===== src/rtl/axis_phase_trigger_tagger.sv =====
// Tags each accepted ADC beat with the phase accumulator value and emits {phase, data},
// with a sticky level-crossing trigger aligned to the beat that caused it.
module axis_phase_trigger_tagger #(
    parameter int AXIS_TDATA_WIDTH       = 32,
    parameter int AXIS_TDATA_PHASE_WIDTH = 32,
    parameter int TRIG_WIDTH             = 16,
    parameter int CNTR_WIDTH             = 32
) (
    input  logic                                               aclk,
    input  logic                                               areset,
    input  logic [AXIS_TDATA_PHASE_WIDTH-1:0]                  cfg_phase_inc,
    input  logic [TRIG_WIDTH-1:0]                              cfg_level,
    input  logic                                               cfg_edge,
    input  logic [CNTR_WIDTH-1:0]                              cfg_holdoff,
    input  logic                                               arm,
    input  logic                                               phase_clr,
    output logic                                               trigger,
    output logic                                               armed,
    output logic                                               s_axis_tready,
    input  logic [AXIS_TDATA_WIDTH-1:0]                        s_axis_tdata,
    input  logic                                               s_axis_tvalid,
    input  logic                                               m_axis_tready,
    output logic [AXIS_TDATA_WIDTH+AXIS_TDATA_PHASE_WIDTH-1:0] m_axis_tdata,
    output logic                                               m_axis_tvalid
);

    typedef enum logic [1:0] {
        IDLE,
        HOLDOFF,
        ARMED,
        TRIGGERED
    } state_t;

    state_t                            state;
    state_t                            state_next;
    logic [AXIS_TDATA_PHASE_WIDTH-1:0] acc;
    logic [AXIS_TDATA_PHASE_WIDTH-1:0] tag;
    logic [CNTR_WIDTH-1:0]             holdoff_cnt;
    logic signed [TRIG_WIDTH-1:0]      sample;
    logic signed [TRIG_WIDTH-1:0]      level;
    logic signed [TRIG_WIDTH-1:0]      prev;
    logic                              prev_valid;
    logic                              accept;
    logic                              crossing;

    assign s_axis_tready = ~m_axis_tvalid | m_axis_tready;
    assign accept        = s_axis_tvalid & s_axis_tready;
    assign sample        = s_axis_tdata[TRIG_WIDTH-1:0];
    assign level         = cfg_level;
    assign tag           = phase_clr ? '0 : acc;
    assign armed         = (state == HOLDOFF) | (state == ARMED);

    always_comb begin
        crossing = 1'b0;
        if (prev_valid) begin
            if (cfg_edge) begin
                crossing = (prev < level) && (sample >= level);
            end else begin
                crossing = (prev > level) && (sample <= level);
            end
        end
    end

    // arm overrides everything, including a crossing accepted in the same cycle
    always_comb begin
        state_next = state;
        if (arm) begin
            state_next = HOLDOFF;
        end else begin
            case (state)
                IDLE:      state_next = IDLE;
                HOLDOFF:   if (holdoff_cnt == cfg_holdoff) state_next = ARMED;
                ARMED:     if (accept && crossing) state_next = TRIGGERED;
                TRIGGERED: state_next = TRIGGERED;
                default:   state_next = IDLE;
            endcase
        end
    end

    always_ff @(posedge aclk or posedge areset) begin
        if (areset) begin
            state       <= IDLE;
            trigger     <= 1'b0;
            holdoff_cnt <= '0;
        end else begin
            state   <= state_next;
            trigger <= (state_next == TRIGGERED);
            if (arm) begin
                holdoff_cnt <= '0;
            end else if ((state == HOLDOFF) && accept && (holdoff_cnt != cfg_holdoff)) begin
                holdoff_cnt <= holdoff_cnt + 1'b1;
            end
        end
    end

    always_ff @(posedge aclk or posedge areset) begin
        if (areset) begin
            prev       <= '0;
            prev_valid <= 1'b0;
        end else begin
            if (accept) begin
                prev <= sample;
            end
            if (arm) begin
                prev_valid <= 1'b0;
            end else if (accept) begin
                prev_valid <= 1'b1;
            end
        end
    end

    // Output stage and accumulator share the accept qualifier so the tag is always pre-increment
    always_ff @(posedge aclk or posedge areset) begin
        if (areset) begin
            acc           <= '0;
            m_axis_tdata  <= '0;
            m_axis_tvalid <= 1'b0;
        end else begin
            if (accept) begin
                m_axis_tdata  <= {tag, s_axis_tdata};
                m_axis_tvalid <= 1'b1;
                acc           <= tag + cfg_phase_inc;
            end else begin
                if (m_axis_tready) begin
                    m_axis_tvalid <= 1'b0;
                end
                if (phase_clr) begin
                    acc <= '0;
                end
            end
        end
    end

endmodule

===== config.mk =====
export PLATFORM = sky130hd
export DESIGN_NAME = axis_phase_trigger_tagger
export DESIGN_NICKNAME = d
export VERILOG_FILES = /design/src/rtl/axis_phase_trigger_tagger.sv
export SDC_FILE = /design/constraint.sdc
export NUM_CORES = 1
export LEC_CHECK = 0
export ABC_AREA = 1
export CORE_ASPECT_RATIO = 0.8
export CORE_MARGIN = 4
export CORE_UTILIZATION = 25
export CTS_BUF_LIST = sky130_fd_sc_hd__clkbuf_4 sky130_fd_sc_hd__clkbuf_8
export DETAILED_ROUTE_END_ITERATION = 6
export PLACE_DENSITY = 0.54
export SLEW_MARGIN = 20
export SYNTH_ARGS = -nofsm -noshare
export SYNTH_HDL_FRONTEND = slang
export SYNTH_SLANG_ARGS = --single-unit

===== constraint.sdc =====
create_clock -name aclk -period 7.9 [get_ports aclk]
set_input_delay 1.58 -clock aclk [delete_from_list [all_inputs] [get_ports aclk]]
set_output_delay 1.58 -clock aclk [all_outputs]
set_load 0.01 [all_outputs]

==> results.yml <==
floorplanning:
  io_pins: 187
  coreArea_um2: 34900
  dieArea_um2: 38600
  die_w_um: 219
  num_rows: 61
  die_h_um: 177
  start_util: 0.254
timing:
  max_freq_ghz: 0.212
  fin_worst_skew_ns: 0.0149
  relSlewSlack: 0.372
  hold_viol: 0
  rsz0062_at_grt: "no"
  finalSetupTns_ns: 0
  setup_slack_ns: 3.17
  post-route-period-util: 0.598
  drv_slew: 0
  setup_violations: 0
  worst_pin_slew_ns: 0.942
  layout_min_cycle_time_ns: 4.73
place:
  preCtsSetupSlack_ns: 2.69
  gp_congestion: 0.879
  place_area_um2: 11300
  hpwl_mm: 20.9
  io_buffers: 186
cts:
  post_cts_buffers: 0
  ctsResizeCount: 0
  numClockSinks: 133
  cts_hold_buf: 0
  numCtsBuffers: 17
  root_buffer: "clkbuf_8"
  h-tree-depth: 4
  clk_latency_ns: 0.46
  cts_tree: "yes"
  ctsLongestPathBuffers: 2
  clkTransAtPathRegs_ns: 0.08
power:
  power_density_nw_per_um2: 170
  clockPowerShare: 0.293
  power_leakage_nw: 5.54
  ir_drop_uv: 99.7
  sw_frac_of_total: 0.343
  p_comb_frac: 0.306
  p_seq_frac: 0.400
  p_int_mw: 1.30
  p_sw_uw: 679
worst_setup_path:
  critPathMaxFanout: 16
  required_ns: 8.24
  crit_family: "buffers and inverters"
  critical_path_class: "in2reg"
  crit_buf_inv: 4
  cp_slowest_cell: "clkdlybuf4s50_1"
  cpMostUsedCell: "nand3_1"
  max_stage_delay_ns: 0.91
  cp-end-kind: "register"
  crit_path_start_kind: "primary input"
  cp_cell_sequence: "clkdlybuf4s50_1, buf_4, inv_1, nand2_1, inv_1, ha_1, a21oi_1, a21oi_1, nor2_1, o21bai_2, nand3_1, nand3_1, a21o_1, or2_2, nand3_1, nand2_1"
  critPathArrivalTime_ns: 5.07
synth:
  ys_async_sr_fraction: 1.00
  synth-adder-area-share: 0.0981
  synthTopCellsByArea: "dfrtp_1 (38%), nand2_1 (16%), ha_1 (9.6%), inv_1 (6.0%), nor2_1 (3.8%)"
  synth_cells: 1210
  synth.cell_area_um2: 8870
  synth_edf_count: 0
  synthFlopType: "dfrtp_1"
  ys_warn_count: 0
  synth_top_area_share: 0.375
  synth_top_family_by_area: "simple AND/OR/NAND/NOR gates"
  synth_compound_area_frac: 0.119
  yosysSeqAreaShare: 0.375
  syn_nets: 1398
  syn_avg_cell_area_um2: 7.33
  muxShareOfSynthArea: 0
  synth_cell_type_count: 49
  synth_top_cell_by_area: "dfrtp_1"
  synthXorXnorAreaFrac: 0.0444
  synthSimpleGateAreaFrac: 0.289
  synth-seq-cells: 133
final_layout:
  drive_gt1_frac: 0.0485
  design_area_um2: 11600
  fillers: 3736
  area_growth_pct: 31.1
  final_common_cell: "nand2_1"
  fin_util: 0.334
  diodes: 0
  fin_nets: 1580
  layout_common_cells: "nand2_1 (387), clkdlybuf4s50_1 (186), inv_1 (142)"
route:
  wirelength_mm: 27.7
  route.vias.total: 8359
  detail_route.wl_per_cell_um: 14.8
  drt_pass1_iterations: 5
  drc: 0
  ant_nets: 0
  viasPerCell: 4.46
  drt_iter0_markers: 540
grt:
  grt_pass1_vias: 8223
  antenna_found_initial: 0
  grt_pass1_wl_mm: 44.3
  grt_start_max_net_pins: 94
  overflow: 0
  grt_use_total: 0.143
outcome:
  outcome: "completed"
min_path:
  hold_path_class: "reg2reg"
job:
  maxCapViolCount: 0
-- path summary, 6_finish.rpt --
path,endpoint,depth (start not counted),start,slack [ns]
min in group asynchronous,m_axis_tdata[20]$_DFFE_PP0P_,2,areset,1.69
hold reg to reg,m_axis_tdata[36]$_DFFE_PP0P_,2,m_axis_tdata[36]$_DFFE_PP0P_,0.48
setup / recovery,acc[27]$_DFF_PP0_,16,phase_clr,3.17
setup reg to reg,acc[20]$_DFF_PP0_,15,acc[0]$_DFF_PP0_,5.16
hold / removal,m_axis_tdata[36]$_DFFE_PP0P_,2,m_axis_tdata[36]$_DFFE_PP0P_,0.48
max in group asynchronous,acc[1]$_DFF_PP0_,3,areset,5.07
-- worst min-delay path, stage by stage, from the launching register on --
cell and delay, ns:
dfrtp_1 0.34, nand2_1 0.06, nand2_1 0.05
-- cell usage after synthesis, types with 5 or more instances --
cell,instances
nand2_1,388
inv_1,143
dfrtp_1,133
nor2_1,91
ha_1,68
o21ai_0,67
a21oi_1,65
nand3_1,50
xnor2_1,35
clkbuf_1,23
nor3_1,20
nand4_1,11
a21o_1,10
xor2_1,10
o21a_1,8
nor4_1,7
nand2_2,6
o21bai_1,6
or2_2,6
a31oi_1,5
o21ai_1,5
o31ai_1,5
-- cells by family (layout without fill, tap and decap cells) --
family / count (synthesis) / count (layout)
AND/OR/NAND/NOR: 604 / 604
AO/OA/AOI/OAI: 185 / 185
buffers and inverters: 174 / 367
flip-flops: 133 / 133
adder cells (fa/ha/maj): 69 / 69
XOR/XNOR: 45 / 45
-- per-stage QoR --
stage	hold WS, ns	instances	power, mW
6_report	0.482	1875	1.98
5_1_grt	0.511	1875	2.12
4_1_cts	0.488	1875	2.02
3_5_place_dp	0.465	1845	1.42
3_3_place_gp	0.460	1845	1.42
2_1_floorplan	0.474	1210	1.15
-- per-layer routing --
metal	share of wire	GRT usage	vias up	wire, µm
li1	-	-	4267	-
met1	0.49	0.205	3859	13700
met2	0.45	0.223	214	12400
met3	0.050	0.0292	19	1380
met4	0.011	0.0332	0	316
met5	0	0	-	0
-- registers in the layout, indices dropped and copies added (netlist names) --
register,flops
m_axis_tdata,49
acc,32
holdoff_cnt,32
prev,15
state,2
m_axis_tvalid,1
prev_valid,1
trigger,1
-- power groups by stage --
stage	Sequential (mW)	Clock (mW)	Combinational (mW)
final	0.794	0.581	0.607
after global routing	0.804	0.630	0.686
after CTS	0.795	0.607	0.617
after detailed placement	0.808	0	0.613
after global placement	0.807	0	0.611
after floorplan	0.824	0	0.324
-- area by class of cell --
class                           count  area (µm²)  area share
Multi-Input combinational cell    903        4890       0.421
Sequential cell                   133        3330       0.286
Timing Repair Buffer              190        1890       0.163
Tap cell                          472         591      0.0508
Inverter                          147         557      0.0479
Clock buffer                       17         234      0.0201
Clock inverter                     13         138      0.0118
(Power assumes the default switching activity.)
